===== src/rtl/prog_loader_if.sv =====
// prog_loader_if: bundle of every non-clock signal of the boot/run controller.
//   Byte stream : start, byte_valid, byte_data -> byte_ready
//   CPU side    : cpu_read, cpu_write, cpu_address, cpu_memoryIn -> cpu_clr
//   Memory side : mem_read, mem_write, mem_address, mem_memoryIn
//   Status      : busy, done, load_count
// slave  = the controller, master = whatever drives the stream and the CPU strobes.
interface prog_loader_if #(
  parameter int AW = 4,
  parameter int DW = 8
);
  logic          start;
  logic          byte_valid;
  logic [DW-1:0] byte_data;
  logic          byte_ready;
  logic          cpu_read;
  logic          cpu_write;
  logic [AW-1:0] cpu_address;
  logic [DW-1:0] cpu_memoryIn;
  logic          cpu_clr;
  logic          mem_read;
  logic          mem_write;
  logic [AW-1:0] mem_address;
  logic [DW-1:0] mem_memoryIn;
  logic          busy;
  logic          done;
  logic [AW:0]   load_count;

  modport slave (
    input  start, byte_valid, byte_data,
    input  cpu_read, cpu_write, cpu_address, cpu_memoryIn,
    output byte_ready, cpu_clr,
    output mem_read, mem_write, mem_address, mem_memoryIn,
    output busy, done, load_count
  );

  modport master (
    output start, byte_valid, byte_data,
    output cpu_read, cpu_write, cpu_address, cpu_memoryIn,
    input  byte_ready, cpu_clr,
    input  mem_read, mem_write, mem_address, mem_memoryIn,
    input  busy, done, load_count
  );
endinterface


===== src/rtl/prog_loader_ctrl.sv =====
// prog_loader_ctrl: boot/run controller for the accumulator CPU and its memory.
//   Streams a full program image (2**AW bytes) into memory while the CPU is held
//   in clear, then lets the CPU run for RUN_CYCLES cycles (0 = forever) and halts.
//   The controller owns the memory port: the loader drives it in LOAD, the CPU
//   in RUN, and it is idle otherwise.
// Ports
//   clk  : clock, all state on rising edge
//   clr  : synchronous active-high reset -> IDLE
//   bus  : prog_loader_if.slave (byte stream, CPU strobes, memory port, status)
module prog_loader_ctrl #(
  parameter int AW         = 4,
  parameter int DW         = 8,
  parameter int RUN_CYCLES = 64,
  parameter int CW         = 16
) (
  input logic           clk,
  input logic           clr,
  prog_loader_if.slave  bus
);
  typedef enum logic [1:0] {IDLE, LOAD, RUN, HALT} state_t;

  localparam logic [AW-1:0] PTR_LAST = '1;
  localparam logic [CW-1:0] RUN_LAST = CW'(RUN_CYCLES == 0 ? 0 : RUN_CYCLES - 1);

  state_t        state, nextState;
  logic [AW-1:0] ptr;
  logic [AW:0]   loadCount;
  logic [CW-1:0] runCnt;
  logic          xfer, lastXfer, runExpired;

  // byte_ready is exactly "in LOAD", so a transfer is just valid while loading.
  assign xfer       = (state == LOAD) && bus.byte_valid;
  assign lastXfer   = xfer && (ptr == PTR_LAST);
  assign runExpired = (RUN_CYCLES != 0) && (runCnt == RUN_LAST);

  // State register plus load/run counters.
  always_ff @(posedge clk) begin
    if (clr) begin
      state     <= IDLE;
      ptr       <= '0;
      loadCount <= '0;
      runCnt    <= '0;
    end else begin
      state <= nextState;
      // Any entry into LOAD (from IDLE, RUN abort or HALT) restarts the image.
      if (nextState == LOAD && state != LOAD) begin
        ptr       <= '0;
        loadCount <= '0;
      end else if (xfer) begin
        ptr       <= ptr + AW'(1);
        loadCount <= loadCount + (AW+1)'(1);
      end
      if (lastXfer)
        runCnt <= '0;
      else if (state == RUN)
        runCnt <= runCnt + CW'(1);
    end
  end

  // Next state. In RUN a start pulse beats the halt condition.
  always_comb begin
    nextState = state;
    unique case (state)
      IDLE: if (bus.start) nextState = LOAD;
      LOAD: if (lastXfer) nextState = RUN;
      RUN: begin
        if (bus.start)       nextState = LOAD;
        else if (runExpired) nextState = HALT;
      end
      HALT: if (bus.start) nextState = LOAD;
      default: nextState = IDLE;
    endcase
  end

  // Outputs. Memory port is muxed combinationally so a write lands the same
  // cycle the byte (or CPU strobe) is presented.
  always_comb begin
    bus.byte_ready   = 1'b0;
    bus.cpu_clr      = 1'b1;
    bus.mem_read     = 1'b0;
    bus.mem_write    = 1'b0;
    bus.mem_address  = '0;
    bus.mem_memoryIn = '0;
    bus.busy         = 1'b0;
    bus.done         = 1'b0;
    unique case (state)
      LOAD: begin
        bus.byte_ready   = 1'b1;
        bus.mem_write    = bus.byte_valid;
        bus.mem_address  = ptr;
        bus.mem_memoryIn = bus.byte_data;
        bus.busy         = 1'b1;
      end
      RUN: begin
        bus.cpu_clr      = 1'b0;
        bus.mem_read     = bus.cpu_read;
        bus.mem_write    = bus.cpu_write;
        bus.mem_address  = bus.cpu_address;
        bus.mem_memoryIn = bus.cpu_memoryIn;
        bus.busy         = 1'b1;
      end
      HALT: bus.done = 1'b1;
      default: ;
    endcase
  end

  assign bus.load_count = loadCount;
endmodule


===== src/flat_wrapper.sv =====
// flat-port wrapper written by rule: the top's interface ports become plain ports
module prog_loader_ctrl_flat 
#(
  parameter int AW         = 4,
  parameter int DW         = 8,
  parameter int RUN_CYCLES = 64,
  parameter int CW         = 16
)
  (clk, clr, bus_start, bus_byte_valid, bus_byte_data, bus_cpu_read, bus_cpu_write, bus_cpu_address, bus_cpu_memoryIn, bus_byte_ready, bus_cpu_clr, bus_mem_read, bus_mem_write, bus_mem_address, bus_mem_memoryIn, bus_busy, bus_done, bus_load_count);
  prog_loader_if #(.AW(AW), .DW(DW)) bus_i ();
  input logic clk;
  input logic clr;
  input wire logic [$bits(bus_i.start)-1:0] bus_start;
  input wire logic [$bits(bus_i.byte_valid)-1:0] bus_byte_valid;
  input wire logic [$bits(bus_i.byte_data)-1:0] bus_byte_data;
  input wire logic [$bits(bus_i.cpu_read)-1:0] bus_cpu_read;
  input wire logic [$bits(bus_i.cpu_write)-1:0] bus_cpu_write;
  input wire logic [$bits(bus_i.cpu_address)-1:0] bus_cpu_address;
  input wire logic [$bits(bus_i.cpu_memoryIn)-1:0] bus_cpu_memoryIn;
  output wire logic [$bits(bus_i.byte_ready)-1:0] bus_byte_ready;
  output wire logic [$bits(bus_i.cpu_clr)-1:0] bus_cpu_clr;
  output wire logic [$bits(bus_i.mem_read)-1:0] bus_mem_read;
  output wire logic [$bits(bus_i.mem_write)-1:0] bus_mem_write;
  output wire logic [$bits(bus_i.mem_address)-1:0] bus_mem_address;
  output wire logic [$bits(bus_i.mem_memoryIn)-1:0] bus_mem_memoryIn;
  output wire logic [$bits(bus_i.busy)-1:0] bus_busy;
  output wire logic [$bits(bus_i.done)-1:0] bus_done;
  output wire logic [$bits(bus_i.load_count)-1:0] bus_load_count;
  assign bus_i.start = bus_start;
  assign bus_i.byte_valid = bus_byte_valid;
  assign bus_i.byte_data = bus_byte_data;
  assign bus_i.cpu_read = bus_cpu_read;
  assign bus_i.cpu_write = bus_cpu_write;
  assign bus_i.cpu_address = bus_cpu_address;
  assign bus_i.cpu_memoryIn = bus_cpu_memoryIn;
  assign bus_byte_ready = bus_i.byte_ready;
  assign bus_cpu_clr = bus_i.cpu_clr;
  assign bus_mem_read = bus_i.mem_read;
  assign bus_mem_write = bus_i.mem_write;
  assign bus_mem_address = bus_i.mem_address;
  assign bus_mem_memoryIn = bus_i.mem_memoryIn;
  assign bus_busy = bus_i.busy;
  assign bus_done = bus_i.done;
  assign bus_load_count = bus_i.load_count;
  prog_loader_ctrl #(.AW(AW), .DW(DW), .RUN_CYCLES(RUN_CYCLES), .CW(CW)) u_core (.clk(clk), .clr(clr), .bus(bus_i));
endmodule

===== config.mk =====
export PLATFORM = sky130hd
export DESIGN_NAME = prog_loader_ctrl_flat
export DESIGN_NICKNAME = d
export VERILOG_FILES = /design/src/rtl/prog_loader_if.sv /design/src/rtl/prog_loader_ctrl.sv /design/src/flat_wrapper.sv
export SDC_FILE = /design/constraint.sdc
export NUM_CORES = 1
export LEC_CHECK = 0
export BUFFER_PORTS_ARGS = -buffer_cell sky130_fd_sc_hd__buf_2
export CAP_MARGIN = 30
export CORE_ASPECT_RATIO = 0.75
export CORE_UTILIZATION = 45
export CTS_CLUSTER_DIAMETER = 40
export CTS_CLUSTER_SIZE = 14
export DETAILED_ROUTE_END_ITERATION = 12
export PLACE_DENSITY = 0.72
export SLEW_MARGIN = 20
export SYNTH_ARGS = -nofsm -noshare
export SYNTH_HDL_FRONTEND = slang
export SYNTH_SLANG_ARGS = --single-unit

===== constraint.sdc =====
create_clock -name clk -period 3.2 [get_ports clk]
set_input_delay 0.32 -clock clk [delete_from_list [all_inputs] [get_ports clk]]
set_output_delay 0.32 -clock clk [all_outputs]
set_load 0.03 [all_outputs]

==> results.tsv <==
metric	value	unit
peakVddDrop	0.222	mV
syn2layout_area_growth	19.7	%
gp_congestion	0.790	
tns	0	ns
yosysWarnings	0	
design.core.area	0.00302	mm²
comb_power_share	11.5	%
synth_cell_type_count	35	
grt_use_total	19.7	%
setup_viol	0	
first_pass_iters	4	
switching_share	24.3	%
cap_viol_max_count	0	
diodes	0	
io_buffers	48	
drt-wirelength-per-cell	12.0	µm
hp-class	input pin to register	
status	finished clean	
grt_pass1_vias	1162	
power_switching	0.000145	W
holdWs	0.278	ns
crit_arrival	2.61	ns
dr.first_iter.drc_count	54	
num_vias	1359	
clkPwrFrac	31.4	%
p_leak	0.721	nW
worstPathMaxFanout	23	
row_count	17	
cts_hold_buffers	0	
die_h	51.5	µm
antenna_found_initial	0	
grt_overflow	0	
max_freq	416	MHz
worstSetupEndpoint	u_core.bus.load_count[4]	
wirelength	3110	µm
insertion_delay	0.27	ns
ys_ff_latch	27	
cts_buffer_depth	2	
io_pins	49	
syn_inst	179	
p_per_area	339	mW/mm²
rsz0062_at_grt	no	
fin_nets	256	
initial_core_util	48.7	%
timing.rr.end	u_core.bus.load_count[4]	
p_int	0.000452	W
cts_root_buffer	clkbuf_8	
r2r_setup_slack	0.80	ns
drc	0	
grt_max_degree	24	
cts_made_buffers	3	
reg2reg_depth	7	
crit_type	register to register	
die_x	68.0	µm
final_hold_viol_count	0	
worst_setup_path_start_kind	register	
cts.sinks	27	
via_per_inst	5.23	
p_total	0.000597	W
final_max_slew_viol_count	0	
dieArea	0.00350	mm²
htree_levels	1	
finalCritPeriodShare	75.1	%
crit_start	u_core.state[0]	
layout_min_cycle_time	2.40	ns
synth_area	0.00147	mm²
drive_gt1_share	25.2	%
worst_pin_slew	0.796	ns
dpl.hpwl	2270	µm
clk_pin_slew	0.09	ns
cts_tree	done	
finClkSkew	0.00303	ns
grt_pass1_wl	5200	µm
ys_seq_area_share	36.7	%
cp-end-kind	register	
ant_nets	0	
crit_required	3.41	ns
syn_avg_cell_area	8.22	µm²
syn_nets	212	
cts_resized	0	
p_seq_share	57.1	%
post_cts_buffers	0	
timing.rr.start	u_core.state[0]	
relSlewSlack	46.9	%
cells in the final DEF (no fill, tap or decap), drive strengths merged, types with 2 or more instances in the layout:
cell type,count
a21oi,4
a22oi,12
and2,3
and3,2
and4,3
buf,48
clkbuf,3
dfxtp,27
ha,7
inv,6
nand2,14
nand4,9
nor2,38
nor2b,2
nor3,3
nor4,3
o21ai,2
or3,2
xnor2,11
xor2,10
kinds of logic (layout without fill, tap and decap cells):
family,after synthesis,after routing,share of synthesized area [%]
and+or+nand+nor,82,82,26.4
DFF,27,27,36.7
AOI/OAI and AO/OA,26,26,13.2
xor gates and xnor gates,21,21,12.5
buffers and inverters,15,58,4.51
adders and majority gates,7,7,5.95
muxes,1,1,0.680
worst min-delay path by stage:
| stage | cells past startpoint | slack [ns] | startpoint | to |
|---|---|---|---|---|
| final | 2 | 0.28 | clr | u_core.state[0] |
| after global routing | 2 | 0.27 | clr | u_core.state[1] |
| after CTS | 2 | 0.27 | clr | u_core.state[1] |
| after detailed placement | 2 | 0.50 | u_core.bus.load_count[1] | u_core.bus.load_count[1] |
| after global placement | 2 | 0.49 | u_core.runCnt[13] | u_core.runCnt[13] |
| after floorplan | 1 | 0.39 | clr | u_core.state[0] |
through the flow:
stage | cell area [µm²] | setup slack [ns] | std cells | utilization [%]
6_report | 1760 | 0.798 | 260 | 58.3
5_1_grt | 1760 | 0.496 | 260 | 58.3
4_1_cts | 1760 | 0.806 | 260 | 58.3
3_5_place_dp | 1720 | 0.820 | 256 | 56.8
3_3_place_gp | 1720 | 0.852 | 256 | 56.8
2_1_floorplan | 1470 | 1.15 | 179 | -
cell type report:
| type | instances | area, µm² |
|---|---|---|
| Fill cell | 285 | 1260 |
| Multi-Input combinational cell | 137 | 865 |
| Sequential cell | 27 | 541 |
| Timing Repair Buffer | 48 | 240 |
| Tap cell | 38 | 47.5 |
| Clock buffer | 3 | 41.3 |
| Inverter | 6 | 22.5 |
| Clock inverter | 1 | 5.00 |
state kept, by name, indices dropped and copies added (netlist names):
name                   flops
u_core.bus.load_count      5
u_core.runCnt             16
u_core.state               2
u_core.ptr                 4
cell usage after synthesis:
master,n,area [µm²]
buf_2,2,10.0
and2_1,3,18.8
o32ai_1,1,8.76
o21a_1,1,7.51
inv_1,5,18.8
nor2b_1,2,12.5
and4_1,3,26.3
and3_1,2,12.5
nand4_1,9,56.3
dfxtp_1,27,541
a211oi_1,1,7.51
nor3_1,3,15.0
a22oi_1,12,90.1
clkbuf_1,6,22.5
buf_6,1,11.3
o21bai_1,1,7.51
nor4_1,3,18.8
ha_1,7,87.6
xnor2_1,11,96.3
or3_1,2,12.5
a21oi_2,2,17.5
o21ba_2,1,10.0
nand2b_1,1,6.26
inv_2,1,3.75
o22a_1,1,8.76
nand3_1,1,5.00
o21ai_0,2,10.0
mux2i_1,1,10.0
nor4bb_1,1,10.0
o211a_1,1,10.0
nor2_1,38,143
a21oi_1,2,10.0
nand2_1,14,52.6
a31oi_1,1,6.26
xor2_1,10,87.6
power groups by stage:
stage / clock network [W] / logic, W / registers (W)
floorplan: 0 / 0.0000458 / 0.000349
global placement: 0 / 0.0000688 / 0.000349
detailed placement: 0 / 0.0000687 / 0.000349
CTS: 0.000197 / 0.0000690 / 0.000341
global route: 0.000215 / 0.0000771 / 0.000342
finish: 0.000187 / 0.0000686 / 0.000341
metal layers:
metal  vias to the layer above  global-route usage [%]  wire, µm
li1                        704                       -         -
met1                       603                    28.9      1620
met2                        50                    28.8      1220
met3                         2                    4.17       257
met4                         0                    5.21        16
met5                         -                       0         0
worst max-delay path, stage by stage, from the launching register on:
cell and delay [ns]:
dfxtp_1 0.38, inv_1 0.08, ha_1 0.67, inv_2 0.09, or3_1 0.39, o211a_1 0.24, o22a_1 0.33, nor2_1 0.15
Note: power is estimated with default switching activity, not from simulation.
